## src/rtl/run_detect_pkg.sv

```systemverilog
// run_detect_pkg: shared FSM state encoding and default threshold for run_detect_ctrl
package run_detect_pkg;
  typedef enum logic [1:0] {IDLE = 2'b00, ARMED = 2'b01, DETECT = 2'b10} state_t;
  localparam int DEFAULT_THRESH = 3;
endpackage

```

## src/rtl/run_counter.sv

```systemverilog
// run_counter: saturating up-counter with sync clear; ports clk/reset, clr, inc, limit (saturation value), cnt
module run_counter #(
  parameter int W = 4
) (
  input  logic         clk,
  input  logic         reset,
  input  logic         clr,
  input  logic         inc,
  input  logic [W-1:0] limit,
  output logic [W-1:0] cnt
);
  always_ff @(posedge clk or posedge reset)
    if (reset) cnt <= '0;
    else if (clr) cnt <= '0;
    else if (inc && cnt < limit) cnt <= cnt + W'(1);
endmodule

```

## src/rtl/run_detect_ctrl.sv

```systemverilog
// run_detect_ctrl: programmable consecutive-ones detector; cfg_valid/cfg_thresh/cfg_ready load threshold in IDLE, start/stop arm, in is the serial bit, detect/busy/evt_count report
module run_detect_ctrl #(
  parameter int CNT_W = 4,
  parameter int EVT_W = 8,
  parameter int DEFAULT_THRESH = run_detect_pkg::DEFAULT_THRESH
) (
  input  logic             clk,
  input  logic             reset,
  input  logic             cfg_valid,
  input  logic [CNT_W-1:0] cfg_thresh,
  output logic             cfg_ready,
  input  logic             start,
  input  logic             stop,
  input  logic             in,
  output logic             detect,
  output logic             busy,
  output logic [EVT_W-1:0] evt_count
);
  import run_detect_pkg::*;
  state_t state, next;
  logic [CNT_W-1:0] thresh, run_cnt;
  logic armed, hit, arm_req;
  assign armed   = state == ARMED || state == DETECT;
  assign hit     = state == ARMED && !stop && in && run_cnt == thresh - CNT_W'(1);
  assign arm_req = state == IDLE && start && !stop;
  always_ff @(posedge clk or posedge reset)
    if (reset) state <= IDLE;
    else state <= next;
  always_comb begin
    next = IDLE;
    case (state)
      IDLE:    next = arm_req ? ARMED : IDLE;
      ARMED:   next = stop ? IDLE : hit ? DETECT : ARMED;
      DETECT:  next = stop ? IDLE : in ? DETECT : ARMED;
      default: next = IDLE;
    endcase
  end
  always_ff @(posedge clk or posedge reset)
    if (reset) thresh <= CNT_W'(DEFAULT_THRESH);
    else if (state == IDLE && cfg_valid) thresh <= cfg_thresh == '0 ? CNT_W'(1) : cfg_thresh;
  run_counter #(.W(CNT_W)) u_run (
    .clk(clk), .reset(reset), .clr(!armed || stop || !in), .inc(in), .limit(thresh), .cnt(run_cnt)
  );
  run_counter #(.W(EVT_W)) u_evt (
    .clk(clk), .reset(reset), .clr(arm_req), .inc(hit), .limit({EVT_W{1'b1}}), .cnt(evt_count)
  );
  assign detect    = state == DETECT;
  assign busy      = state != IDLE;
  assign cfg_ready = state == IDLE;
endmodule

```

## config.mk

```make
export PLATFORM = sky130hd
export DESIGN_NAME = run_detect_ctrl
export DESIGN_NICKNAME = d
export VERILOG_FILES = /design/src/rtl/run_detect_pkg.sv /design/src/rtl/run_counter.sv /design/src/rtl/run_detect_ctrl.sv
export SDC_FILE = /design/constraint.sdc
export NUM_CORES = 1
export LEC_CHECK = 0
export ABC_AREA = 1
export BUFFER_PORTS_ARGS = -buffer_cell sky130_fd_sc_hd__buf_2
export CORE_MARGIN = 2
export CORE_UTILIZATION = 45
export CTS_BUF_LIST = sky130_fd_sc_hd__clkbuf_8 sky130_fd_sc_hd__clkbuf_16
export DETAILED_ROUTE_END_ITERATION = 7
export HOLD_SLACK_MARGIN = 0.02
export MAX_ROUTING_LAYER = met4
export PLACE_DENSITY = 0.65
export SLEW_MARGIN = 20
export SYNTH_ARGS = -nofsm -noshare
export SYNTH_HDL_FRONTEND = slang
export SYNTH_SLANG_ARGS = --single-unit
export TNS_END_PERCENT = 30
```

## constraint.sdc

```tcl
create_clock -name clk -period 4.5 [get_ports clk]
set_input_delay 0.9 -clock clk [delete_from_list [all_inputs] [get_ports clk]]
set_output_delay 0.9 -clock clk [all_outputs]
set_load 0.01 [all_outputs]
```

==> summary.txt <==
Run status
  • Status: finished, final reports clean

Pwr
  • Int Power: 288 uW
  • Switching share of power: 0.331
  • Pleak: 0.000838 uW
  • Pwr dens: 291 nW/um^2
  • Comb pwr share: 0.248
  • Psw: 142 uW
  • Clk pwr share: 0.324
  • Reg power frac: 0.428
  • Peak VDD IR: 0.223 mV

GRT
  • Pin count of the biggest net entering global routing: 19
  • First-pass GRT wire length: 4650 um
  • Antenna violations before repair: 0
  • Global route overflow: 0
  • Vias in the first global route: 1080
  • GRT Overall Usage: 0.184

Place
  • Post-DP HPWL: 1970 um
  • Placed cells: 223
  • RD Place Congestion: 0.792
  • IO buf count: 20

Synthesis
  • Async SR Flop Fraction: 1.00
  • Most instantiated cells after synthesis: nand2_1 (44), inv_1 (27), dfrtp_1 (16), nand3_1 (16), nor2_1 (14)
  • Synth unique cells: 24
  • Synth Instances: 173
  • Area leader, netlist: dfrtp_1
  • Most common cell in the netlist: nand2_1
  • Yosys reg bits: 18
  • EDFF count, synth: 0
  • Main area contributors after synthesis: dfrtp_1 (31%), nand2_1 (13%), ha_1 (11%), inv_1 (7.9%), nand3_1 (6.2%)
  • Synth Flop Type: dfrtp_1
  • Syn_area_per_cell: 7.45 um^2
  • Warning count from the yosys run: 0
  • Sequential area share after synthesis: 0.351
  • Netlist Area Pre-Place: 1290 um^2
  • Net Count, Synth: 194
  • Share of the synthesized area in the top cell type: 0.311

STA
  • Clock skew: 0.00229 ns
  • Final-report hold violation count: 0
  • Final TNS setup: 0 ns
  • Slew margin rel.: 0.530
  • F_max: 0.482 GHz
  • Final min period: 2.07 ns
  • Worst-margin pin slew: 0.704 ns
  • RSZ-0062 raised after global routing: no
  • Final setup vio count: 0
  • Slew Limit Fails: 0
  • Fin crit share: 0.461

Clock tree
  • Clock transition at path regs: 0.07 ns
  • Clock Latency Late Sink: 0.26 ns
  • Clock sinks: 18
  • TritonCTS clock tree: yes
  • CTS Root Cell: clkbuf_8
  • Post-CTS Setup Inserts: 0
  • CTS Buf Count: 3
  • # hold bufs at CTS: 0
  • Clock buffer depth: 2
  • H-tree depth: 1
  • Resize count post-CTS: 0

Floorplan
  • Core area: 2730 um^2
  • Starting Density: 0.471
  • Die area: 3310 um^2
  • Ports: 21
  • # rows: 19
  • Die X: 57.5 um
  • Die Y: 57.5 um

Drt
  • Routed vias/inst: 5.25
  • Iteration-0 DRC Markers: 40
  • WL per Instance: 11.6 um
  • Residual DRC count: 0
  • Post-route ant nets: 0
  • Vias: 1192
  • DRT Wirelength: 2630 um
  • Drt pass-1 iters: 4

Layout
  • Non-Filler Instances: 227
  • Final #Nets: 218
  • Share of cells above drive strength 1: 0.199
  • Area Growth Syn to Fin: 14.7%
  • Inserted Diodes: 0

Run
  • Max-cap violations: 0

Worst setup path
  • CP Class: flop to output port
  • Largest stage delay, worst path: 0.41 ns
  • Worst Path Max Fanout: 4
  • CP Cell Sequence: inv_1 > ha_1 > inv_1 > buf_2
  • CP required: 3.60 ns
  • CP top delay family: flip-flops
  • Slowest cell on crit path: dfrtp_1
  • Critical Path AT: 1.17 ns
  • Cell mode on critical path: inv_1
  • Crit. End Element: output port
  • Flop2flop setup slack: 2.73 ns
  • Worst Path Buf+Inv: 3
  • Setup crit start kind: flop

Hold path
  • Worst min path class: flop to flop
==> layer usage <==
metal  GRT usage  up-vias  part of all wire
met2       0.300       24              0.47
met4      0.0698        0             0.020
met5           -        -                 0
met1       0.234      562              0.47
li1            -      601                 -
met3      0.0204        5             0.038
==> worst paths after layout <==
| check | end | startpoint | cells past startpoint |
|---|---|---|---|
| max | busy | state[0]$_DFF_PP0_ | 4 |
| min | thresh[1]$_DFFE_PP1P_ | thresh[1]$_DFFE_PP1P_ | 2 |
| max reg2reg | u_evt.cnt[2]$_DFFE_PP0P_ | thresh[1]$_DFFE_PP1P_ | 10 |
| min reg2reg | thresh[1]$_DFFE_PP1P_ | thresh[1]$_DFFE_PP1P_ | 2 |
| max in group asynchronous | thresh[2]$_DFFE_PP0P_ | reset | 2 |
| min in group asynchronous | state[0]$_DFF_PP0_ | reset | 2 |
==> sequential cells by signal, summed over array words and instances (netlist names) <==
signal and count:
u_evt.cnt 8, u_run.cnt 4, thresh 4, state 2
==> cells in the final DEF (no fill, tap or decap), types with 2 or more instances in the layout <==
master    netlist  layout
clkbuf_8        0       4
buf_2           1      20
inv_1          27      27
a21oi_1         6       6
nand4_1         7       7
ha_1           11      11
nand2_1        44      44
nor2_1         14      14
xor2_1          4       4
inv_2           3       3
nor2_4          3       3
dfrtp_1        16      16
dfstp_2         2       2
nand2_2         3       3
o21ai_0         7       7
nand3_1        16      16
==> worst min-delay path, delay by kind of cell (launching register included) <==
kind | cells | cell delay (ns)
AO/OA/AOI/OAI | 1 | 0.07
flip-flops | 1 | 0.38
AND/OR/NAND/NOR | 1 | 0.05
==> per-stage QoR <==
step / total power, uW / util / instance area (um^2) / worst slack (ns) / hold WS [ns]
final: 431 / 0.541 / 1480 / 2.43 / 0.513
after global routing: 457 / 0.541 / 1480 / 2.36 / 0.547
after CTS: 434 / 0.541 / 1480 / 2.41 / 0.516
after detailed placement: 293 / 0.520 / 1420 / 2.59 / 0.505
after global placement: 290 / 0.520 / 1420 / 2.60 / 0.489
after floorplan: 268 / - / 1290 / 2.80 / 0.470
==> power by group through the flow <==
| stage | sequential [uW] | combinational [uW] | clock (uW) |
|---|---|---|---|
| global route | 186 | 123 | 148 |
| CTS | 184 | 108 | 142 |
| detailed placement | 187 | 106 | 0 |
| finish | 184 | 107 | 139 |
| global placement | 186 | 103 | 0 |
| floorplan | 185 | 82.7 | 0 |
==> cell families after synthesis <==
family                     after synthesis  share of synthesized area
and+or+nand+nor                         93                      0.358
buffers and inverters                   31                     0.0913
DFF                                     18                      0.351
AOI/OAI and AO/OA                       16                     0.0650
adders and majority gates               11                      0.107
xor gates and xnor gates                 4                     0.0272
==> layout make-up <==
class / count / area (um^2)
fillers: 243 / 1260
multi-input cells: 124 / 718
well taps: 31 / 38.8
flip-flops and latches: 18 / 453
clock buffers: 4 / 55.1
inverters: 30 / 113
repair buffers: 20 / 100
Power figures use the tool's default switching activity.
